### config.mk
export PLATFORM = sky130hd
export DESIGN_NAME = ether_bus_bridge
export DESIGN_NICKNAME = d
export VERILOG_FILES = /design/src/rtl/ether_bus_bridge_pkg.sv /design/src/rtl/ether_bus_bridge_fifo.sv /design/src/rtl/ether_bus_bridge.sv
export SDC_FILE = /design/constraint.sdc
export NUM_CORES = 1
export LEC_CHECK = 0
export BUFFER_PORTS_ARGS = -buffer_cell sky130_fd_sc_hd__buf_2
export CELL_PAD_IN_SITES_DETAIL_PLACEMENT = 1
export CELL_PAD_IN_SITES_GLOBAL_PLACEMENT = 1
export CORE_UTILIZATION = 49
export DETAILED_ROUTE_END_ITERATION = 8
export PLACE_DENSITY_LB_ADDON = 0.12
export SLEW_MARGIN = 20
export SYNTH_ARGS = -nofsm -noshare
export SYNTH_HDL_FRONTEND = slang
export SYNTH_SLANG_ARGS = --single-unit
### constraint.sdc
create_clock -name clk -period 6.7 [get_ports clk]
set_clock_uncertainty 0.05 [all_clocks]
set_input_delay 1.005 -clock clk [delete_from_list [all_inputs] [get_ports clk]]
set_output_delay 1.005 -clock clk [all_outputs]
set_load 0.1 [all_outputs]
### src/rtl/ether_bus_bridge_pkg.sv
// Shared constants and types for the Ethernet-to-register-bus bridge.
// Request entries are {rw, addr, wdata}; the FSM encoding is exposed for debug.
package ether_bus_bridge_pkg;

  localparam logic [15:0] DEF_READ_ETHERTYPE  = 16'h88B5;
  localparam logic [15:0] DEF_WRITE_ETHERTYPE = 16'h88B6;
  localparam int          REQ_W               = 33;

  typedef enum logic [1:0] {
    ST_IDLE    = 2'd0,
    ST_ISSUE   = 2'd1,
    ST_WAIT_RD = 2'd2,
    ST_RESPOND = 2'd3
  } state_e;

  typedef struct packed {
    logic        rw;
    logic [15:0] addr;
    logic [15:0] wdata;
  } req_t;

endpackage

### src/rtl/ether_bus_bridge_fifo.sv
// Show-ahead synchronous FIFO holding pending bus requests.
// A push into a full FIFO is accepted only when a pop frees a slot in the same cycle.
module bridge_fifo #(
  parameter int WIDTH = 33,
  parameter int DEPTH = 4
) (
  input  logic                     clk,
  input  logic                     rst,
  input  logic                     push,
  input  logic [WIDTH-1:0]         push_data,
  input  logic                     pop,
  output logic [WIDTH-1:0]         pop_data,
  output logic                     full,
  output logic                     empty,
  output logic [$clog2(DEPTH):0]   count
);

  localparam int AW = $clog2(DEPTH);

  logic [WIDTH-1:0] mem [DEPTH];
  logic [AW-1:0]    wr_ptr;
  logic [AW-1:0]    rd_ptr;
  logic             do_push;
  logic             do_pop;

  assign full     = (count == (AW+1)'(DEPTH));
  assign empty    = (count == '0);
  assign do_pop   = pop && !empty;
  assign do_push  = push && (!full || do_pop);
  assign pop_data = mem[rd_ptr];

  // Data storage needs no reset; only pointers and count define validity.
  always_ff @(posedge clk) begin
    if (do_push) mem[wr_ptr] <= push_data;
  end

  always_ff @(posedge clk) begin
    if (rst) begin
      wr_ptr <= '0;
      rd_ptr <= '0;
      count  <= '0;
    end else begin
      if (do_push) wr_ptr <= wr_ptr + AW'(1);
      if (do_pop)  rd_ptr <= rd_ptr + AW'(1);
      case ({do_push, do_pop})
        2'b10:   count <= count + (AW+1)'(1);
        2'b01:   count <= count - (AW+1)'(1);
        default: count <= count;
      endcase
    end
  end

endmodule

### src/rtl/ether_bus_bridge.sv
// Turns filtered RX MAC frames into single-beat register-bus transactions and
// returns read responses (or timeouts) to the TX MAC.
module ether_bus_bridge
  import ether_bus_bridge_pkg::*;
#(
  parameter logic [15:0] READ_ETHERTYPE  = DEF_READ_ETHERTYPE,
  parameter logic [15:0] WRITE_ETHERTYPE = DEF_WRITE_ETHERTYPE,
  parameter int          FIFO_DEPTH      = 4,
  parameter int          TIMEOUT         = 255
) (
  input  logic                          clk,
  input  logic                          rst,
  input  logic [15:0]                   rx_ethertype,
  input  logic [31:0]                   rx_data,
  input  logic                          rx_valid,
  output logic [15:0]                   bus_addr_o,
  output logic [15:0]                   bus_data_o,
  output logic                          bus_rw_o,
  output logic                          bus_valid_o,
  input  logic [15:0]                   bus_data_i,
  input  logic                          bus_rw_i,
  input  logic                          bus_valid_i,
  output logic [31:0]                   tx_data,
  output logic                          tx_timeout,
  output logic                          tx_valid,
  input  logic                          tx_ready,
  output logic [7:0]                    overflow_count,
  output logic [7:0]                    timeout_count,
  output logic [1:0]                    state_dbg,
  output logic [$clog2(FIFO_DEPTH):0]   fifo_count_dbg
);

  localparam int TIMER_W = $clog2(TIMEOUT + 1);

  state_e             state, state_next;
  req_t               req, push_entry, head;
  logic [REQ_W-1:0]   head_bits;
  logic               is_wr, is_rd, push, pop, drop;
  logic               fifo_full, fifo_empty;
  logic               rd_hit, timer_done;
  logic [TIMER_W-1:0] timer;
  logic [15:0]        rdata;
  logic               timed_out;

  assign is_wr      = rx_valid && (rx_ethertype == WRITE_ETHERTYPE);
  assign is_rd      = rx_valid && (rx_ethertype == READ_ETHERTYPE);
  assign push       = is_wr || is_rd;
  assign push_entry = '{rw: is_wr, addr: rx_data[31:16], wdata: is_wr ? rx_data[15:0] : 16'h0};
  assign drop       = push && fifo_full && !pop;
  assign head       = req_t'(head_bits);

  bridge_fifo #(.WIDTH(REQ_W), .DEPTH(FIFO_DEPTH)) u_fifo (
    .clk       (clk),
    .rst       (rst),
    .push      (push),
    .push_data (push_entry),
    .pop       (pop),
    .pop_data  (head_bits),
    .full      (fifo_full),
    .empty     (fifo_empty),
    .count     (fifo_count_dbg)
  );

  // Write echoes (bus_rw_i=1) never complete a read.
  assign rd_hit     = (state == ST_WAIT_RD) && bus_valid_i && !bus_rw_i;
  assign timer_done = (timer == TIMER_W'(TIMEOUT));

  always_comb begin
    state_next = state;
    pop        = 1'b0;
    case (state)
      ST_IDLE: begin
        if (!fifo_empty) begin
          pop        = 1'b1;
          state_next = ST_ISSUE;
        end
      end
      ST_ISSUE:   state_next = req.rw ? ST_IDLE : ST_WAIT_RD;
      ST_WAIT_RD: if (rd_hit || timer_done) state_next = ST_RESPOND;
      // tx handshake: the response is presented with tx_valid high and held
      // unchanged until a cycle with tx_valid && tx_ready, which retires it.
      ST_RESPOND: if (tx_ready) state_next = ST_IDLE;
      default:    state_next = ST_IDLE;
    endcase
  end

  always_ff @(posedge clk) begin
    if (rst) begin
      state          <= ST_IDLE;
      req            <= '0;
      timer          <= '0;
      rdata          <= '0;
      timed_out      <= 1'b0;
      overflow_count <= '0;
      timeout_count  <= '0;
    end else begin
      state <= state_next;
      if (pop) req <= head;
      if (state == ST_ISSUE) timer <= '0;
      if (state == ST_WAIT_RD) begin
        if (rd_hit) begin
          rdata     <= bus_data_i;
          timed_out <= 1'b0;
        end else if (timer_done) begin
          rdata     <= 16'h0000;
          timed_out <= 1'b1;
          if (timeout_count != 8'hFF) timeout_count <= timeout_count + 8'd1;
        end else begin
          timer <= timer + TIMER_W'(1);
        end
      end
      if (drop && overflow_count != 8'hFF) overflow_count <= overflow_count + 8'd1;
    end
  end

  assign bus_valid_o = (state == ST_ISSUE);
  assign bus_addr_o  = bus_valid_o ? req.addr  : 16'h0;
  assign bus_data_o  = bus_valid_o ? req.wdata : 16'h0;
  assign bus_rw_o    = bus_valid_o && req.rw;
  assign tx_valid    = (state == ST_RESPOND);
  assign tx_data     = tx_valid ? {req.addr, rdata} : 32'h0;
  assign tx_timeout  = tx_valid && timed_out;
  assign state_dbg   = state;

endmodule

; ---- Word level (Yosys, flattened, before mapping)
; Memories as Yosys holds them, arrays and structs flattened. A register that Yosys moved wholly into a read port is not among the register bits.
; Cells that the tools add are included.
[word_totals]
reg_bits = 50
output_inout_bits = 89
input_bits = 70
memories = 1
mem_bits_rw = 132
elab_cells = 79
[memory_table]
columns = memory, depth, width, read_ports, rd_ports_with_merged_regs, wr, line_no
row1 = u_fifo.mem, 4, 33, 1, 1, 1, ether_bus_bridge_fifo.sv:20  ; logic [WIDTH-1:0] mem [DEPTH];
[classes]
n_bitwise = 1
muxes = 22
n_reduce_logical = 25
add_sub_neg = 7
n_eq_ne = 14
[op_table]
columns = cell, n
row1 = 2-to-1 mux 16 bit, 5
row2 = equality test 16 bit (second input constant), 2
row3 = 2-to-1 mux 32 bit, 1
row4 = 2-to-1 mux 8 bit, 4
row5 = adder 8 x 1 -> 8 bit (second input constant), 3
row6 = != test 8 bit (second input constant), 2
row7 = logical AND 1 bit, 11
row8 = equality test 8 bit (second input constant), 1
row9 = 2-to-1 mux 2 bit, 4
row10 = one-hot mux 2 bit (4 select lines), 1
row11 = equality test 2 bit (second input constant), 3
row12 = 2-to-1 mux 1 bit, 6
row13 = one-hot mux 3 bit (2 select lines), 1
row14 = adder 2 x 1 -> 2 bit (second input constant), 2
row15 = equality test 2 x 1 -> 1 bit (second input constant), 2
row16 = logical NOT 1 bit, 4
row17 = != test 2 bit (second input constant), 2
row18 = AND reduction 4 bit, 1
row19 = nonzero test 2 bit, 2
row20 = adder 3 x 1 -> 3 bit (second input constant), 1
row21 = equality test 3 bit (second input constant), 1
row22 = logical NOT 3 bit, 1
row23 = logical OR 1 bit, 3
row24 = AND reduction 3 bit, 1
row25 = other kinds (5), 5

; ---- Longest topological paths before layout
; Gate-level depths: netlist of the first run.
[depth]
depth_word = 8
ltp_mapped = 11
depth_no_buf = 10

; ---- Hierarchy
; Synthesis of the first run repeated with hierarchy kept, for this count alone.
[unflattened]
cells_unflattened = 683
hier_area_um2 = 8888.5
[by_module_without_submodules]
columns = mod, seq_area_each_um2, cells_each, area_per_inst_um2, instances
row1 = bridge_fifo, 4144.0, 232, 5285.1, 1
row2 = ether_bus_bridge, 1521.5, 451, 3603.5, 1

; ---- Worst setup path after synthesis of the first run
; OpenSTA, ideal clock, no wires.
[synth_path]
path_type = reg-to-output
start = reg state[0] (netlist: state_dbg[0])
end = out bus_data_o[10]
t_arrival_ns = 3.242
slack_ns = 2.403
required_time_ns = 5.645
path_stages_with_launch = 6
path_buffers = 2
cell_sequence = dfxtp_1 nand2b_1 clkbuf_1 inv_2 clkbuf_1 and2_1
[synth_via]
elab_chain_cells = 2
[synth_lines]
columns = element, line_no
row1 = from (decl), ether_bus_bridge.sv:35  ; state_e state, state_next;
row2 = from (signal assigned), ether_bus_bridge.sv:97  ; state <= state_next;
row3 = equality test 2 x 1 -> 1 bit, ether_bus_bridge.sv:116  ; assign bus_valid_o = (state == ST_ISSUE);
row4 = net bus_valid_o, ether_bus_bridge.sv:19  ; output logic bus_valid_o,
row5 = 2-to-1 mux 16 bit, ether_bus_bridge.sv:118  ; assign bus_data_o = bus_valid_o ? req.wdata : 16'h0;
row6 = to (decl), ether_bus_bridge.sv:17  ; output logic [15:0] bus_data_o,
; The timed path passes the listed nets, and every way through them passes these cells.

; ---- Final worst setup path of the first run
[layout_path]
start = reg state[0] (netlist: state_dbg[0])
end = out bus_addr_o[2]
[layout_via]
elab_chain_cells = 2
[layout_lines]
columns = element, line_no
row1 = equality test 2 x 1 -> 1 bit, ether_bus_bridge.sv:116
row2 = 2-to-1 mux 16 bit, ether_bus_bridge.sv:117  ; assign bus_addr_o = bus_valid_o ? req.addr : 16'h0;
row3 = to (decl), ether_bus_bridge.sv:16  ; output logic [15:0] bus_addr_o,
; No other way between the ends.

==> impl_metrics.csv, run 1 <==
group,metric,value,unit
run_status,status,"complete, no violations",
floorplanning,fp.dieW,137,µm
timing,hold_violations,0,
final_layout,drive_above_1_share,0.299,
setup_path,worst-path-buf-inv,2,
clock_tree,root_buffer,"clkbuf_16",
final_layout,instances_no_fill,1081,
clock_tree,cts_sinks,215,
clock_tree,cts_buffers,23,
route,post_drt_wl_per_cell,19.8,µm
floorplanning,dieArea,18900,µm²
place,place.port_buffers,158,
yosys,synthMostInstantiatedCell,"edfxtp_1",
floorplanning,die_y,137,µm
power_and_ir_drop,p_seq_frac,0.528,
setup_path,cp_cell_sequence,"nand2b_1 > inv_2 > and2_1 > buf_2",
yosys,synthArstFlopShare,0,
setup_path,crit_path_end_kind,"output port",
setup_path,crit_family,"buffers and inverters",
route,vias,6072,
timing,tightestPinTransition,995,ps
route,dr.pass1.iters,4,
timing,rsz0062_at_grt,"false",
timing,fin_crit,3880,ps
worst_hold_path,hold_class,"reg2reg",
timing,setup_viol,0,
power_and_ir_drop,p_sw,550,µW
yosys,ys_top_cells_by_count,"132 x edfxtp_1, 83 x dfxtp_1, 76 x nand2_1",
setup_path,worstPathRequired,5640,ps
grt,grt_pass1_wl,32.7,mm
grt,use_met2,0.405,
power_and_ir_drop,power_frac_comb,0.016,
route,drcViolationCount,0,
timing,slew_headroom,0.333,
final_layout,fillers,1820,
timing,fin_tns_setup,0,ps
place,dp.cells,1037,
yosys,synth_top_area_share,0.441,
floorplanning,core_area,18000,µm²
power_and_ir_drop,switching_share,0.208,
clock_tree,cts_setup_buffers,0,
clock_tree,cts-hold-fix-buffers,0,
clock_tree,clkTransAtPathRegs,60,ps
final_layout,area_growth,18.4,%
setup_path,cp.arrival,2820,ps
clock_tree,max-clock-path-buffers,3,
yosys,synthCells,688,
power_and_ir_drop,power.internal,2.09,mW
route,drt_iter0_markers,271,
floorplanning,rows,49,
final_layout,finalNetCount,912,
yosys,synthTopCellsByArea,"edfxtp_1 44%, dfxtp_1 18%, mux4_2 8.3%",
yosys,yosysSeqAreaShare,0.626,
flow_run,drv_cap,0,
grt,grt_pass1_vias,6231,
yosys,synthesis.nets,767,
power_and_ir_drop,p_clk_frac,0.456,
place,place_area,9920,µm²
power_and_ir_drop,ir_drop,246,µV
grt,antenna_found_initial,2,
power_and_ir_drop,power.density,248,nW/µm²
floorplanning,start_util,0.501,
floorplanning,pin_count,159,
setup_path,path_max_fanout,42,
setup_path,max_stage_delay,750,ps
timing,post-route-period-util,0.579,
setup_path,crit_path_start_kind,"register",
route,wl,21.4,mm
clock_tree,clkLatencyLatePin,510,ps
yosys,synth_top_flop_cell,"edfxtp_1",
timing,fmax,0.258,GHz
yosys,avgSynthCellArea,13.1,µm²
grt,grt_max_degree,76,
final_layout,postLayoutCellArea,10600,µm²
grt,grt-busiest-layer,"met2",
yosys,yosys_register_bits,215,
clock_tree,cts_resized,0,
grt,groute.layer.met1.usage,0.285,
power_and_ir_drop,p_leak,3.94,nW
setup_path,crit_slowest_cell,"dfxtp_2",
clock_tree,htree_levels,1,
yosys,synth_edf_count,132,
yosys,ys_warn_count,0,
grt,globalRouteMet3Util,0.0372,
place,post-dp-hpwl,13.3,mm
route,vias_per_cell,5.62,
yosys,synth.distinct_cells,64,
place,gp_congestion,0.793,
setup_path,critPathKind,"reg2out",
route,drtAntennaViolNets,0,
yosys,synthesis.area,8990,µm²
grt,grt_usage,0.228,
yosys,yosysTopAreaCell,"edfxtp_1",
grt,grt-ovfl-total,0,
clock_tree,cts_tree,"built",
timing,slew_violations,0,
[power by group through the flow]
stage               clock network, mW  registers [mW]  logic [mW]
CTS                              1.23            1.39      0.0418
floorplan                           0            1.42      0.0136
detailed placement                  0            1.42      0.0416
global route                     1.27            1.39      0.0454
finish                           1.20            1.39      0.0418
global placement                    0            1.42      0.0396
[routing by layer]
layer	wire [µm]	up-vias
li1	-	2857
met4	389	2
met5	13	-
met3	791	30
met1	9090	3053
met2	11100	130
[area by class of cell]
type | count | area, µm² | area share
sequential | 215 | 5630 | 0.529
multi-input combinational | 422 | 3160 | 0.297
timing repair buffer | 161 | 813 | 0.0764
clock buffer | 27 | 591 | 0.0555
tap | 229 | 287 | 0.0269
clock inverter | 15 | 123 | 0.0115
inverter | 10 | 37.5 | 0.00353
antenna | 2 | 5.00 | 0.000470
[cell families (layout without fill, tap and decap cells)]
group | Yosys count | count (layout) | synth area share
flip-flops | 215 | 215 | 0.626
AO/OA/AOI/OAI | 97 | 97 | 0.0697
AND/OR/NAND/NOR | 272 | 272 | 0.173
adder cells (fa/ha/maj) | 9 | 9 | 0.0134
other | 0 | 2 | 0
buffers and inverters | 51 | 213 | 0.0235
XOR/XNOR | 5 | 5 | 0.00487
multiplexers | 39 | 39 | 0.0900
[state kept, by name, summed over array words and instances (netlist names), named ones only]
name / count
timer: 8
timed_out: 1
u_fifo.rd_ptr: 2
overflow_count: 8
u_fifo.mem: 132
u_fifo.wr_ptr: 2
timeout_count: 8
state_dbg: 1
rdata: 16
u_fifo.count: 3
req: 33
[path summary, 6_finish.rpt]
| kind | slack [ps] | to | cells after the start | from |
|---|---|---|---|---|
| hold / removal | 410 | req[5] | 2 | req[5] |
| setup reg to reg | 3400 | u_fifo.count[2] | 10 | register |
| hold reg to reg | 410 | req[5] | 2 | req[5] |
| setup / recovery | 2820 | bus_addr_o[2] | 4 | state_dbg[0] |
[layout by cell type (no fill, tap or decap), drive strengths merged, types with 2 or more instances in the layout]
master and count:
or4 3, a31oi 4, buf 161, and4 2, o21ai 4, and3 39, a21oi 51, nand2 76
nor4 5, or3 8, o211ai 2, o31ai 3, clkinvlp 5, xor2 3, mux4 33, nor3 6
nand2b 6, nor2 29, a22o 16, edfxtp 132, diode 2, inv 11, ha 8, and2 52
nor2b 7, nand3 20, clkinv 8, clkbuf 27, dfxtp 83, o311ai 2, nor3b 2, xnor2 2
mux2 5, a311oi 2, a211oi 6, nor4b 3, a21o 2, nand4 5
[worst reg2reg max path, stage by stage, from the launching register on]
cell     delay (ps)
dfxtp_2         520
nor2_1          350
nand2_1         100
buf_4           270
inv_2           580
ha_1            320
inv_1            70
fa_1            380
xor2_1          160
or3_1           300
a21oi_1         140
[metrics by stage]
step	utilization	setup WS [ps]	hold WS, ps	power [mW]
2_1_floorplan	-	2400	374	1.44
3_3_place_gp	0.552	3120	387	1.46
3_5_place_dp	0.552	2890	400	1.46
4_1_cts	0.592	2330	409	2.67
5_1_grt	0.592	2640	427	2.71
6_report	0.593	2820	408	2.64
Power figures use the tool's default switching activity.
==> inputs of run 2 (changes only) <==
--- a/config.mk
+++ b/config.mk
@@ -8,7 +8,7 @@
 export BUFFER_PORTS_ARGS = -buffer_cell sky130_fd_sc_hd__buf_2
 export CELL_PAD_IN_SITES_DETAIL_PLACEMENT = 1
 export CELL_PAD_IN_SITES_GLOBAL_PLACEMENT = 1
-export CORE_UTILIZATION = 49
+export CORE_UTILIZATION = 41
 export DETAILED_ROUTE_END_ITERATION = 8
 export PLACE_DENSITY_LB_ADDON = 0.12
 export SLEW_MARGIN = 20
==> constraint.sdc (replaced) <==
create_clock -name clk -period 3.5 [get_ports clk]
set_clock_uncertainty 0.05 [all_clocks]
set_input_delay 0.525 -clock clk [delete_from_list [all_inputs] [get_ports clk]]
set_output_delay 0.525 -clock clk [all_outputs]
set_load 0.1 [all_outputs]
==> run 2 against run 1 <==
Non-clock buffer count increased by 10. Critical endpoint is now bus_addr_o[15]. Die area grew 19%. Via count up 0.21%. First-iteration DRC count down 26%. Cell area rose by 5.7%. Sequential share of layout area is 2.9 points lower. Count of clock-buffer cells in the layout up 9.
==> impl_metrics.csv, run 2 (synthesis results as in run 1) <==
group,metric,value,unit
final_layout,drive_above_1_share,0.302,
final_layout,largest-register,"u_fifo.mem",
worst_hold_path,hold_end,"u_fifo.mem[3][22]",
timing,setup_viol,0,
clock_tree,cts_buffers,24,
timing,slew_violations,0,
place,dp.cells,1093,
place,gp_congestion,0.859,
setup_path,cp.arrival,2620,ps
route,wl,21.4,mm
timing,post-route-period-util,0.912,
clock_tree,clkTransAtPathRegs,60,ps
timing,tightestPinTransition,977,ps
floorplanning,fp.dieW,150,µm
final_layout,finalNetCount,923,
setup_path,cp_cell_sequence,"buf_4 > nand2b_1 > inv_2 > and2_1 > buf_2",
worst_hold_path,hold_path.startpoint,"rx_data[22]",
clock_tree,cts_setup_buffers,0,
clock_tree,cts-hold-fix-buffers,0,
setup_path,r2r_slack,950,ps
floorplanning,pin_count,159,
final_layout,final_common_cell,"edfxtp_1",
power_and_ir_drop,power.density,461,nW/µm²
run_status,status,"complete, no violations",
final_layout,reg_top3,"u_fifo.mem x132, req x33, rdata x16",
final_layout,largest_reg_flops,132,
final_layout,instances_no_fill,1139,
setup_path,path_max_fanout,39,
route,drtAntennaViolNets,0,
route,vias_per_cell,5.34,
timing,fmax,0.313,GHz
grt,grt_usage,0.192,
final_layout,mostFrequentLayoutCells,"132 x edfxtp_1, 130 x buf_2, 81 x dfxtp_1, 76 x nand2_1, 52 x and2_1",
setup_path,worstPathRequired,2920,ps
floorplanning,start_util,0.422,
route,dr.pass1.iters,6,
timing,fin_crit,3190,ps
setup_path,r2r.worst_path.cells,10,
setup_path,path_depth,5,
setup_path,r2r_end,"u_fifo.count[2]",
timing,hold-worst-slack,176,ps
setup_path,crit_family,"buffers and inverters",
clock_tree,cts_tree,"built",
clock_tree,root_buffer,"clkbuf_16",
flow_run,drv_cap,0,
place,post-dp-hpwl,14.3,mm
grt,antenna_found_initial,0,
timing,slew_headroom,0.345,
setup_path,worst-path-buf-inv,3,
power_and_ir_drop,p_leak,4.10,nW
setup_path,crit_path_end_kind,"output port",
clock_tree,htree_levels,1,
setup_path,max_stage_delay,520,ps
route,post_drt_wl_per_cell,18.8,µm
grt,grt_pass1_vias,6444,
worst_hold_path,whs_path_depth,1,
place,place.port_buffers,158,
clock_tree,clkLatencyLatePin,510,ps
setup_path,crit_path_start_kind,"register",
clock_tree,cts_resized,0,
floorplanning,die_y,150,µm
timing,hold_violations,0,
route,drcViolationCount,0,
floorplanning,dieArea,22500,µm²
power_and_ir_drop,ir_drop,302,µV
floorplanning,rows,53,
route,vias,6085,
grt,grt_max_degree,50,
floorplanning,core_area,21300,µm²
route,drt_iter0_markers,201,
setup_path,critPathKind,"reg2out",
setup_path,rr_startpoint,"u_fifo.count[2]",
final_layout,area_growth,25.2,%
clock_tree,cts_sinks,215,
grt,grt_pass1_wl,33.7,mm
setup_path,crit_slowest_cell,"inv_2",
worst_hold_path,hold_class,"in2reg",
clock_tree,max-clock-path-buffers,3,
final_layout,fillers,2179,
timing,rsz0062_at_grt,"false",
grt,grt-ovfl-total,0,
timing,fin_tns_setup,0,ps
run 2: how the worst max path moves through the flow:
stage | start | end | slack [ps]
2_1_floorplan | state_dbg[0] | bus_data_o[10] | 180
3_3_place_gp | rx_ethertype[13] | u_fifo.count[2] | 730
3_5_place_dp | rx_ethertype[13] | u_fifo.count[2] | 590
4_1_cts | state_dbg[0] | bus_addr_o[15] | 240
5_1_grt | state_dbg[0] | bus_addr_o[15] | 110
6_report | state_dbg[0] | bus_addr_o[15] | 310
run 2: area by class of cell:
type / count / area [µm²] / share of cell area
multi-input combinational: 422 / 3160 / 0.281
sequential: 215 / 5630 / 0.500
clock inverter: 8 / 97.6 / 0.00867
timing repair buffer: 171 / 1310 / 0.116
clock buffer: 36 / 676 / 0.0600
antenna: 2 / 5.00 / 0.000445
inverter: 10 / 37.5 / 0.00333
tap: 275 / 344 / 0.0306
run 2: through the flow:
step / utilization / worst slack, ps / cell area (µm²) / power [mW]
6_report: 0.529 / 307 / 11300 / 5.19
5_1_grt: 0.529 / 107 / 11300 / 5.36
4_1_cts: 0.529 / 243 / 11300 / 5.26
3_5_place_dp: 0.492 / 588 / 10500 / 2.81
3_3_place_gp: 0.492 / 734 / 10500 / 2.80
2_1_floorplan: - / 182 / 8990 / 2.75
run 2: worst register-to-register path, delay by kind of cell (launching register included):
kind | cells | cell delay, ps
AND/OR/NAND/NOR | 3 | 810
adder cells (fa/ha/maj) | 2 | 550
XOR/XNOR | 1 | 170
AO/OA/AOI/OAI | 2 | 350
buffers and inverters | 2 | 130
flip-flops | 1 | 410
run 2: layer usage:
metal	up-vias	track usage	share of wire
li1	2875	-	-
met5	-	0	0
met4	0	0.0394	0.014
met3	21	0.0308	0.041
met1	3054	0.247	0.44
met2	135	0.342	0.51
run 2: power by group:
part	internal [mW]	switching (mW)
registers	2.67	0.000478
logic	0.0353	0.0480
clock network	1.48	0.959
==> inputs of run 3 (changes only) <==
--- a/config.mk
+++ b/config.mk
@@ -5,10 +5,11 @@
 export SDC_FILE = /design/constraint.sdc
 export NUM_CORES = 1
 export LEC_CHECK = 0
+export ABC_AREA = 1
 export BUFFER_PORTS_ARGS = -buffer_cell sky130_fd_sc_hd__buf_2
 export CELL_PAD_IN_SITES_DETAIL_PLACEMENT = 1
 export CELL_PAD_IN_SITES_GLOBAL_PLACEMENT = 1
-export CORE_UTILIZATION = 41
+export CORE_UTILIZATION = 38
 export DETAILED_ROUTE_END_ITERATION = 8
 export PLACE_DENSITY_LB_ADDON = 0.12
 export SLEW_MARGIN = 20
==> run 3 against run 2 <==
Global-route usage decreased by 0.074 points. Sequential cell count unchanged. Count of clock-buffer cells in the layout decreased by 10. Power increased by 64%. Synthesized area increased by 0.70%. Via count increased by 16%. Utilization decreased by 4.7 points. Critical endpoint is now bus_addr_o[6].
==> impl_metrics.csv, run 3 <==
group,metric,value,unit
run_status,status,"complete, no violations",
final_layout,instances_no_fill,1452,
setup_path,r2r_end,"u_fifo.count[2]",
clock_tree,cts-hold-fix-buffers,0,
setup_path,cp.arrival,2470,ps
route,drtAntennaViolNets,0,
route,drcViolationCount,0,
final_layout,area_growth,24.4,%
setup_path,crit_family,"buffers and inverters",
route,vias_per_cell,4.88,
place,place.port_buffers,158,
clock_tree,cts_resized,0,
floorplanning,die_y,156,µm
final_layout,largest-register,"u_fifo.mem",
setup_path,critPathKind,"reg2out",
place,gp_congestion,0.736,
final_layout,drive_above_1_share,0.251,
place,post-dp-hpwl,14.3,mm
route,wl,23.2,mm
final_layout,final_common_cell,"nor2_1",
route,dr.pass1.iters,4,
clock_tree,cts_sinks,215,
grt,grt_pass1_wl,36.6,mm
timing,rsz0062_at_grt,"false",
route,drt_iter0_markers,328,
setup_path,critPathLaunch,"state_dbg[0]",
power_and_ir_drop,power.density,756,nW/µm²
final_layout,mostFrequentLayoutCells,"215 x nor2_1, 158 x buf_2, 132 x edfxtp_1, 113 x o21ai_0, 112 x inv_1",
yosys,synthArstFlopShare,0,
timing,fmax,0.328,GHz
setup_path,max_stage_delay,670,ps
timing,post-route-period-util,0.871,
setup_path,path_depth,6,
place,dp.cells,1406,
power_and_ir_drop,ir_drop,510,µV
final_layout,multi_input_area,2910,µm²
yosys,synthCells,964,
clock_tree,root_buffer,"clkbuf_16",
final_layout,finalNetCount,1193,
grt,grt_max_degree,70,
power_and_ir_drop,p_leak,4.32,nW
yosys,yosysSeqAreaShare,0.621,
floorplanning,pin_count,159,
flow_run,drv_cap,0,
setup_path,worst-path-buf-inv,4,
final_layout,postLayoutCellArea,11300,µm²
final_layout,seq_area,5630,µm²
floorplanning,start_util,0.387,
timing,hold_violations,0,
grt,grt_usage,0.192,
yosys,ys_warn_count,0,
setup_path,crit_path_end_kind,"output port",
setup_path,crit_slowest_cell,"inv_2",
clock_tree,cts_setup_buffers,0,
yosys,synthesis.area,9050,µm²
final_layout,largest_reg_flops,132,
final_layout,utilization,0.481,
setup_path,r2r_slack,1070,ps
floorplanning,fp.dieW,156,µm
route,vias,7088,
setup_path,crit_path_start_kind,"register",
setup_path,r2r.worst_path.cells,11,
setup_path,path_max_fanout,30,
clock_tree,max-clock-path-buffers,3,
timing,slew_violations,0,
yosys,synthMostInstantiatedCell,"nor2_1",
floorplanning,core_area,23400,µm²
final_layout,reg_top3,"u_fifo.mem x132, req x33, rdata x16",
clock_tree,clkTransAtPathRegs,60,ps
yosys,synth_top_area_share,0.438,
yosys,synth.distinct_cells,38,
timing,slew_headroom,0.307,
yosys,synth_top_flop_cell,"edfxtp_1",
setup_path,endpoint,"bus_addr_o[6]",
yosys,synthesis.nets,1043,
worst_hold_path,hold_class,"in2reg",
yosys,avgSynthCellArea,9.39,µm²
yosys,yosysTopAreaCell,"edfxtp_1",
yosys,synthTopCellsByArea,"edfxtp_1 44%, dfxtp_1 18%, nor2_1 10%",
clock_tree,clkLatencyLatePin,520,ps
final_layout,fillers,2717,
grt,antenna_found_initial,0,
yosys,synth_edf_count,132,
clock_tree,cts_tree,"built",
timing,tightestPinTransition,1040,ps
yosys,ys_top_cells_by_count,"253 x nor2_1, 132 x edfxtp_1, 113 x inv_1, 113 x o21ai_0, 83 x dfxtp_1",
timing,fin_crit,3050,ps
floorplanning,rows,56,
place,place_area,10300,µm²
grt,grt_pass1_vias,6939,
clock_tree,htree_levels,1,
clock_tree,cts_buffers,25,
setup_path,worstPathRequired,2920,ps
yosys,yosys_register_bits,215,
timing,hold-worst-slack,163,ps
final_layout,antenna_cells,0,
floorplanning,dieArea,24400,µm²
setup_path,rr_startpoint,"state_dbg[0]",
timing,setup_viol,0,
grt,grt-ovfl-total,0,
route,post_drt_wl_per_cell,16.0,µm
setup_path,cp_cell_sequence,"inv_1 > nor2_4 > inv_2 > buf_4 > nor2_2 > buf_2",
-- run 3: layer usage --
layer | global-route usage | wire (µm)
met1 | 0.246 | 10600
met2 | 0.336 | 11200
met3 | 0.0285 | 910
met4 | 0.0528 | 534
met5 | 0 | 0
-- run 3: kinds of logic (layout without fill, tap and decap cells) --
family                     after synthesis  in the layout  share of synthesized area
buffers and inverters                  168            337                     0.0720
DFF                                    215            215                      0.621
and+or+nand+nor                        372            372                      0.175
adders and majority gates                9              9                     0.0133
AOI/OAI and AO/OA                      200            200                      0.118
-- run 3: cell type report --
type / count / share of cell area
inverters: 121 / 0.0408
multi-input cells: 581 / 0.259
flip-flops and latches: 215 / 0.500
repair buffers: 170 / 0.0804
well taps: 319 / 0.0354
clock inverters: 20 / 0.0284
clock buffers: 26 / 0.0568
-- run 3: metrics by stage --
stage | setup TNS (ps) | power, mW | setup slack [ps]
2_1_floorplan | -4800 | 5.01 | -177
3_3_place_gp | 0 | 5.54 | 956
3_5_place_dp | 0 | 5.60 | 948
4_1_cts | 0 | 8.62 | 387
5_1_grt | 0 | 8.92 | 259
6_report | 0 | 8.51 | 451
-- run 3: worst min path at each step --
stage                      startpoint                end  cells past startpoint
after floorplan             rdata[10]          rdata[10]                      2
after global placement       rdata[4]           rdata[4]                      2
after detailed placement    rdata[10]          rdata[10]                      2
after CTS                 rx_data[27]  u_fifo.mem[2][27]                      1
after global routing      rx_data[20]  u_fifo.mem[0][20]                      1
final                     rx_data[27]  u_fifo.mem[1][27]                      1
-- run 3: power breakdown --
part | total (mW) | internal (mW) | switching [mW] | leakage (nW)
sequential | 3.08 | 2.92 | 0.155 | 1.72
combinational | 2.44 | 0.510 | 1.93 | 2.14
clock | 3.00 | 1.93 | 1.07 | 0.460
